==> src/rtl/jtag_pkg.sv <==
// Shared TAP definitions: 1149.1 state encodings, fixed instruction codes and
// the TAP next-state function (also used by the JTAG master).
package jtag_pkg;

  typedef enum logic [3:0] {
    EXIT2_DR   = 4'h0, EXIT1_DR   = 4'h1, SHIFT_DR  = 4'h2, PAUSE_DR   = 4'h3,
    SELECT_IR  = 4'h4, UPDATE_DR  = 4'h5, CAPTURE_DR = 4'h6, SELECT_DR = 4'h7,
    EXIT2_IR   = 4'h8, EXIT1_IR   = 4'h9, SHIFT_IR  = 4'hA, PAUSE_IR   = 4'hB,
    RUN_IDLE   = 4'hC, UPDATE_IR  = 4'hD, CAPTURE_IR = 4'hE, TEST_RESET = 4'hF
  } tap_state_t;

  localparam logic [5:0] INSTR_BYPASS = 6'h3F;

  function automatic tap_state_t tap_next(input tap_state_t s, input logic tms);
    case (s)
      TEST_RESET: tap_next = tms ? TEST_RESET : RUN_IDLE;
      RUN_IDLE:   tap_next = tms ? SELECT_DR  : RUN_IDLE;
      SELECT_DR:  tap_next = tms ? SELECT_IR  : CAPTURE_DR;
      CAPTURE_DR: tap_next = tms ? EXIT1_DR   : SHIFT_DR;
      SHIFT_DR:   tap_next = tms ? EXIT1_DR   : SHIFT_DR;
      EXIT1_DR:   tap_next = tms ? UPDATE_DR  : PAUSE_DR;
      PAUSE_DR:   tap_next = tms ? EXIT2_DR   : PAUSE_DR;
      EXIT2_DR:   tap_next = tms ? UPDATE_DR  : SHIFT_DR;
      UPDATE_DR:  tap_next = tms ? SELECT_DR  : RUN_IDLE;
      SELECT_IR:  tap_next = tms ? TEST_RESET : CAPTURE_IR;
      CAPTURE_IR: tap_next = tms ? EXIT1_IR   : SHIFT_IR;
      SHIFT_IR:   tap_next = tms ? EXIT1_IR   : SHIFT_IR;
      EXIT1_IR:   tap_next = tms ? UPDATE_IR  : PAUSE_IR;
      PAUSE_IR:   tap_next = tms ? EXIT2_IR   : PAUSE_IR;
      EXIT2_IR:   tap_next = tms ? UPDATE_IR  : SHIFT_IR;
      UPDATE_IR:  tap_next = tms ? SELECT_DR  : RUN_IDLE;
      default:    tap_next = TEST_RESET;
    endcase
  endfunction

endpackage

==> src/rtl/jtag_tap_if.sv <==
// FIFO-side bundle of the TAP USER register: receive FIFO write port and
// show-ahead transmit FIFO read port.
interface jtag_tap_if #(parameter int DATA_FIFO = 8);
  logic [DATA_FIFO-1:0] wdata_data;
  logic                 wr_data;
  logic                 full_data;
  logic [DATA_FIFO-1:0] rdata_data;
  logic                 rd_data;
  logic                 empty_data;

  modport master (output wdata_data, wr_data, rd_data,
                  input  full_data, rdata_data, empty_data);
  modport slave  (input  wdata_data, wr_data, rd_data,
                  output full_data, rdata_data, empty_data);
endinterface

==> src/rtl/jtag_sync.sv <==
// Brings tck/tms/tdi into the clk domain; rise/fall are single-cycle strobes
// of the synchronised tck, with tms/tdi aligned to them.
module jtag_sync (
  input  logic clk,
  input  logic rst,
  input  logic tck_i,
  input  logic tms_i,
  input  logic tdi_i,
  output logic rise_o,
  output logic fall_o,
  output logic tms_o,
  output logic tdi_o
);
  logic [2:0] tck_q;
  logic [1:0] tms_q, tdi_q;

  always_ff @(posedge clk) begin
    if (rst) begin
      tck_q <= '0;
      tms_q <= '0;
      tdi_q <= '0;
    end else begin
      tck_q <= {tck_q[1:0], tck_i};
      tms_q <= {tms_q[0], tms_i};
      tdi_q <= {tdi_q[0], tdi_i};
    end
  end

  assign rise_o = tck_q[1] & ~tck_q[2];
  assign fall_o = ~tck_q[1] & tck_q[2];
  assign tms_o  = tms_q[1];
  assign tdi_o  = tdi_q[1];
endmodule

==> src/rtl/jtag_tap.sv <==
// IEEE 1149.1 TAP target clocked entirely by clk: IR, BYPASS, IDCODE and a
// USER register that pops the transmit FIFO at Capture and pushes the receive FIFO at Update.
module jtag_tap
  import jtag_pkg::*;
#(
  parameter int                          DATA_INSTRUCTION = 6,
  parameter int                          DATA_FIFO        = 8,
  parameter logic [31:0]                 IDCODE_VALUE     = 32'h1234_5677,
  parameter logic [DATA_INSTRUCTION-1:0] INSTR_IDCODE     = 6'h06,
  parameter logic [DATA_INSTRUCTION-1:0] INSTR_USER       = 6'h08
) (
  input  logic                        clk,
  input  logic                        rst,
  input  logic                        tck,
  input  logic                        tms,
  input  logic                        tdi,
  output logic                        tdo,
  jtag_tap_if.master                  fifo,
  output logic [DATA_INSTRUCTION-1:0] ir_value,
  output logic [3:0]                  tap_state,
  output logic                        overflow
);
  localparam logic [DATA_INSTRUCTION-1:0] IR_CAPTURE = {{(DATA_INSTRUCTION-2){1'b0}}, 2'b01};

  logic rise, fall, tms_s, tdi_s;

  jtag_sync u_sync (
    .clk(clk), .rst(rst), .tck_i(tck), .tms_i(tms), .tdi_i(tdi),
    .rise_o(rise), .fall_o(fall), .tms_o(tms_s), .tdi_o(tdi_s)
  );

  tap_state_t                  state_q, state_d;
  logic [DATA_INSTRUCTION-1:0] ir_q, ir_sr_q;
  logic [31:0]                 id_sr_q;
  logic [DATA_FIFO-1:0]        user_sr_q, wdata_q;
  logic                        bypass_q, tdo_q, wr_q, rd_q, ovf_q;
  logic                        sel_id, sel_user;

  assign state_d  = tap_next(state_q, tms_s);
  assign sel_id   = (ir_q == INSTR_IDCODE);
  assign sel_user = (ir_q == INSTR_USER) && !sel_id;

  always_ff @(posedge clk) begin
    if (rst) begin
      state_q   <= TEST_RESET;
      ir_q      <= INSTR_IDCODE;
      ir_sr_q   <= '0;
      id_sr_q   <= '0;
      user_sr_q <= '0;
      bypass_q  <= 1'b0;
      wdata_q   <= '0;
      tdo_q     <= 1'b0;
      wr_q      <= 1'b0;
      rd_q      <= 1'b0;
      ovf_q     <= 1'b0;
    end else begin
      wr_q <= 1'b0;
      rd_q <= 1'b0;
      if (rise) begin
        state_q <= state_d;
        // Register actions belong to the state being left on this tck rise
        case (state_q)
          CAPTURE_IR: ir_sr_q <= IR_CAPTURE;
          SHIFT_IR:   ir_sr_q <= {tdi_s, ir_sr_q[DATA_INSTRUCTION-1:1]};
          UPDATE_IR:  ir_q    <= ir_sr_q;
          CAPTURE_DR: begin
            if (sel_id) id_sr_q <= IDCODE_VALUE;
            else if (sel_user) begin
              user_sr_q <= fifo.empty_data ? '0 : fifo.rdata_data;
              rd_q      <= !fifo.empty_data;
            end else bypass_q <= 1'b0;
          end
          SHIFT_DR: begin
            if (sel_id)        id_sr_q   <= {tdi_s, id_sr_q[31:1]};
            else if (sel_user) user_sr_q <= {tdi_s, user_sr_q[DATA_FIFO-1:1]};
            else               bypass_q  <= tdi_s;
          end
          UPDATE_DR: begin
            if (sel_user) begin
              if (!fifo.full_data) begin
                wdata_q <= user_sr_q;
                wr_q    <= 1'b1;
              end else ovf_q <= 1'b1;
            end
          end
          default: ;
        endcase
        if (state_d == TEST_RESET) ir_q <= INSTR_IDCODE;
      end
      if (fall) begin
        case (state_q)
          SHIFT_IR: tdo_q <= ir_sr_q[0];
          SHIFT_DR: tdo_q <= sel_id ? id_sr_q[0] : (sel_user ? user_sr_q[0] : bypass_q);
          default:  tdo_q <= 1'b0;
        endcase
      end
    end
  end

  assign tdo             = tdo_q;
  assign ir_value        = ir_q;
  assign tap_state       = state_q;
  assign overflow        = ovf_q;
  assign fifo.wdata_data = wdata_q;
  assign fifo.wr_data    = wr_q;
  assign fifo.rd_data    = rd_q;
endmodule

==> src/flat_wrapper.sv <==
// flat-port wrapper written by rule: the top's interface ports become plain ports
module jtag_tap_flat import jtag_pkg::*;
#(
  parameter int                          DATA_INSTRUCTION = 6,
  parameter int                          DATA_FIFO        = 8,
  parameter logic [31:0]                 IDCODE_VALUE     = 32'h1234_5677,
  parameter logic [DATA_INSTRUCTION-1:0] INSTR_IDCODE     = 6'h06,
  parameter logic [DATA_INSTRUCTION-1:0] INSTR_USER       = 6'h08
)
  (clk, rst, tck, tms, tdi, tdo, ir_value, tap_state, overflow, fifo_wdata_data, fifo_wr_data, fifo_rd_data, fifo_full_data, fifo_rdata_data, fifo_empty_data);
  jtag_tap_if #(.DATA_FIFO(DATA_FIFO)) fifo_i ();
  input  logic clk;
  input  logic rst;
  input  logic tck;
  input  logic tms;
  input  logic tdi;
  output logic tdo;
  output logic [DATA_INSTRUCTION-1:0] ir_value;
  output logic [3:0] tap_state;
  output logic overflow;
  output wire logic [$bits(fifo_i.wdata_data)-1:0] fifo_wdata_data;
  output wire logic [$bits(fifo_i.wr_data)-1:0] fifo_wr_data;
  output wire logic [$bits(fifo_i.rd_data)-1:0] fifo_rd_data;
  input wire logic [$bits(fifo_i.full_data)-1:0] fifo_full_data;
  input wire logic [$bits(fifo_i.rdata_data)-1:0] fifo_rdata_data;
  input wire logic [$bits(fifo_i.empty_data)-1:0] fifo_empty_data;
  assign fifo_wdata_data = fifo_i.wdata_data;
  assign fifo_wr_data = fifo_i.wr_data;
  assign fifo_rd_data = fifo_i.rd_data;
  assign fifo_i.full_data = fifo_full_data;
  assign fifo_i.rdata_data = fifo_rdata_data;
  assign fifo_i.empty_data = fifo_empty_data;
  jtag_tap #(.DATA_INSTRUCTION(DATA_INSTRUCTION), .DATA_FIFO(DATA_FIFO), .IDCODE_VALUE(IDCODE_VALUE), .INSTR_IDCODE(INSTR_IDCODE), .INSTR_USER(INSTR_USER)) u_core (.clk(clk), .rst(rst), .tck(tck), .tms(tms), .tdi(tdi), .tdo(tdo), .fifo(fifo_i), .ir_value(ir_value), .tap_state(tap_state), .overflow(overflow));
endmodule
==> config.mk <==
export PLATFORM = sky130hd
export DESIGN_NAME = jtag_tap_flat
export DESIGN_NICKNAME = d
export VERILOG_FILES = /design/src/rtl/jtag_pkg.sv /design/src/rtl/jtag_tap_if.sv /design/src/rtl/jtag_sync.sv /design/src/rtl/jtag_tap.sv /design/src/flat_wrapper.sv
export SDC_FILE = /design/constraint.sdc
export NUM_CORES = 1
export LEC_CHECK = 0
export CORE_MARGIN = 1.5
export CORE_UTILIZATION = 39
export DETAILED_ROUTE_END_ITERATION = 10
export GPL_TIMING_DRIVEN = 0
export HOLD_SLACK_MARGIN = 0.06
export SKIP_LAST_GASP = 1
export SLEW_MARGIN = 0
export SYNTH_ARGS = -nofsm -noshare
export SYNTH_HDL_FRONTEND = slang
export SYNTH_SLANG_ARGS = --single-unit
==> constraint.sdc <==
create_clock -name clk -period 3.25 [get_ports clk]
set_clock_uncertainty 0.05 [all_clocks]
set_input_delay 0.8125 -clock clk [delete_from_list [all_inputs] [get_ports clk]]
set_output_delay 0.8125 -clock clk [all_outputs]
set_load 0.005 [all_outputs]
==> out/results.ini <==
[drt]
drtAntennaViolNets=0
drt_iter0_markers=124
wire_per_inst_um=13.9
drc_errors=0
routed_via_density=5.24
vias=2632
routed_wl_um=7000
drt-pass1-iter-count=4

[logic_synthesis]
synth_cell_types=41
synth_top_family_by_area=simple AND/OR/NAND/NOR gates
synthMuxAreaShare=0.0290
netlist_instances=350
synth_compound_area_frac=0.114
synth_nets=365
synth_common_cells=dfxtp_1, nor2_1, nand2_1
yosys.area.top_type=dfxtp_1
synth_fa_ha_area_frac=0
syn_area_um2=3110
synth_seq_cells=76
ys_seq_area_frac=0.489
synth-simple-area-share=0.322
ys_top_cells_by_area=dfxtp_1, nor2_1, nand2_1
synth_xor_area_frac=0
yosysTopAreaCellShare=0.489
synth_warnings=0
avgSynthCellArea_um2=8.89
ys.flop_type=dfxtp_1
synthMostInstantiatedCell=dfxtp_1
synth_async_sr_flop_share=0
synth_enable_flop_cells=0

[clocking]
clk_latency_ns=0.34
root_buffer=clkbuf_8
clockBufferDepth=2
cts_buffers=9
cts_tree=yes
cts_hold_buf=0
cts_setup_buffers=0
clock-sinks=76
cts-htree-levels=3
cts_resized=0
clk_pin_slew_ns=0.08

[floorplan]
num_io_pins=37
die_area_um2=8520
coreArea_um2=7730
initial_core_util=0.403
dieWidth_um=92.3
row_count=32
die_h_um=92.3

[timing]
drv_slew=0
hold_ws_ns=0.382
post-route-period-util=0.748
period_needed_ns=2.43
max_freq_ghz=0.411
slew_headroom=0.522
tightest_slew_ns=0.712
hold_viol=0
tns_ns=0
rsz0062_at_grt=false
finalSetupViolations=0

[placement]
dp.cells=487
io_buffer_count=35
dp_hpwl_um=4870
place_congestion=0.839

[layout]
finish.cell_count_without_fillers=502
diodes=0
drive_gt1_frac=0.120
syn2layout_area_growth_pct=22.0
num-nets-final=411

[power]
power_density_nw_per_um2=471
peakVddDrop_uv=192
p_leak_nw=1.22

[global_route]
grt_first_pass_wirelength_um=12000
grt-ovfl-total=0
grt_max_degree=13
antenna_found_initial=0
track_usage=0.175
grt_pass1_vias=2493

[setup_path]
cp.arrival_ns=2.59
critical_path.max_fanout=8
criticalPathCategory=primary input to flop
startpoint_type=primary input
r2r_setup_slack_ns=1.11
cp-end-kind=flop
required_ns=3.41

[hold_path]
min_path_type=flop to flop

[run_status]
outcome=completed

[run]
cap_violations=0

-- power breakdown --
group	internal, mW	leakage [nW]	switching [mW]
clock network	0.426	0.102	0.331
logic	0.0391	0.502	0.0439
registers	0.938	0.614	0.00924
-- placed cells by master (no fill, tap or decap), drive strengths merged, types with 3 or more instances in the layout --
master | netlist | routed
nand2 | 37 | 37
a21oi | 26 | 26
or3b | 4 | 4
a22o | 4 | 4
mux2i | 9 | 9
buf | 13 | 13
clkdlybuf4s50 | 0 | 35
nor4 | 5 | 5
nor2b | 10 | 10
nand3b | 15 | 15
nand3 | 21 | 21
nor2 | 42 | 42
inv | 3 | 3
clkbuf | 15 | 25
nor3 | 33 | 33
dfxtp | 76 | 76
o21ai | 7 | 7
a311oi | 8 | 8
-- flip-flops by register name (all words and copies together) (netlist names), 2 cells and up --
signal / cells
u_core.u_sync.tdi_q: 2
u_core.u_sync.tms_q: 2
u_core.id_sr_q: 32
u_core.user_sr_q: 8
u_core.fifo.wdata_data: 8
u_core.u_sync.tck_q: 3
u_core.tap_state: 4
u_core.ir_value: 6
u_core.ir_sr_q: 6
-- final timing paths --
| path | from | endpoint | depth (start not counted) |
|---|---|---|---|
| max | fifo_full_data | u_core.fifo.wdata_data[1]$_SDFFE_PP0P_ | 5 |
| min | u_core.u_sync.tdi_q[0]$_SDFF_PP0_ | u_core.u_sync.tdi_q[1]$_SDFF_PP0_ | 1 |
| max reg2reg | u_core.tap_state[0]$_SDFFE_PP1P_ | u_core.id_sr_q[22]$_SDFFE_PP0P_ | 5 |
| min reg2reg | u_core.u_sync.tdi_q[0]$_SDFF_PP0_ | u_core.u_sync.tdi_q[1]$_SDFF_PP0_ | 1 |
-- kinds of logic after synthesis --
logic type / after synthesis
and+or+nand+nor: 178
DFF: 76
AOI/OAI and AO/OA: 56
muxes: 9
buffers and inverters: 31
-- per-stage QoR --
step	cell area [µm²]	power, mW	setup WS, ns	utilization
after floorplan	3110	1.01	1.07	-
after detailed placement	3590	1.05	0.450	0.464
final	3790	1.79	0.818	0.491
after CTS	3790	1.80	0.807	0.491
after global placement	3590	1.05	0.442	0.464
after global routing	3790	1.85	0.681	0.491
-- critical path: stages --
cell and delay, ns:
clkdlybuf4s50_1 0.44, or3b_2 0.48, nor4_4 0.55, mux2i_1 0.25
nor2_1 0.05
-- final cells by class --
class,instances,area [µm²]
plain buffers,28,133
clock buffers,10,128
clock inverters,5,77.6
fillers,742,3930
inverters,3,11.3
multi-input cells,243,1450
flip-flops and latches,76,1520
well taps,102,128
repair buffers,35,350
-- per-layer routing --
layer | part of all wire | GRT usage | vias up
met1 | 0.49 | 0.237 | 1234
met2 | 0.46 | 0.281 | 65
met5 | 0 | 0 | -
li1 | - | - | 1327
met3 | 0.043 | 0.0287 | 6
met4 | 0.0076 | 0.0615 | 0
No activity file was read; power rests on OpenSTA's default activity.
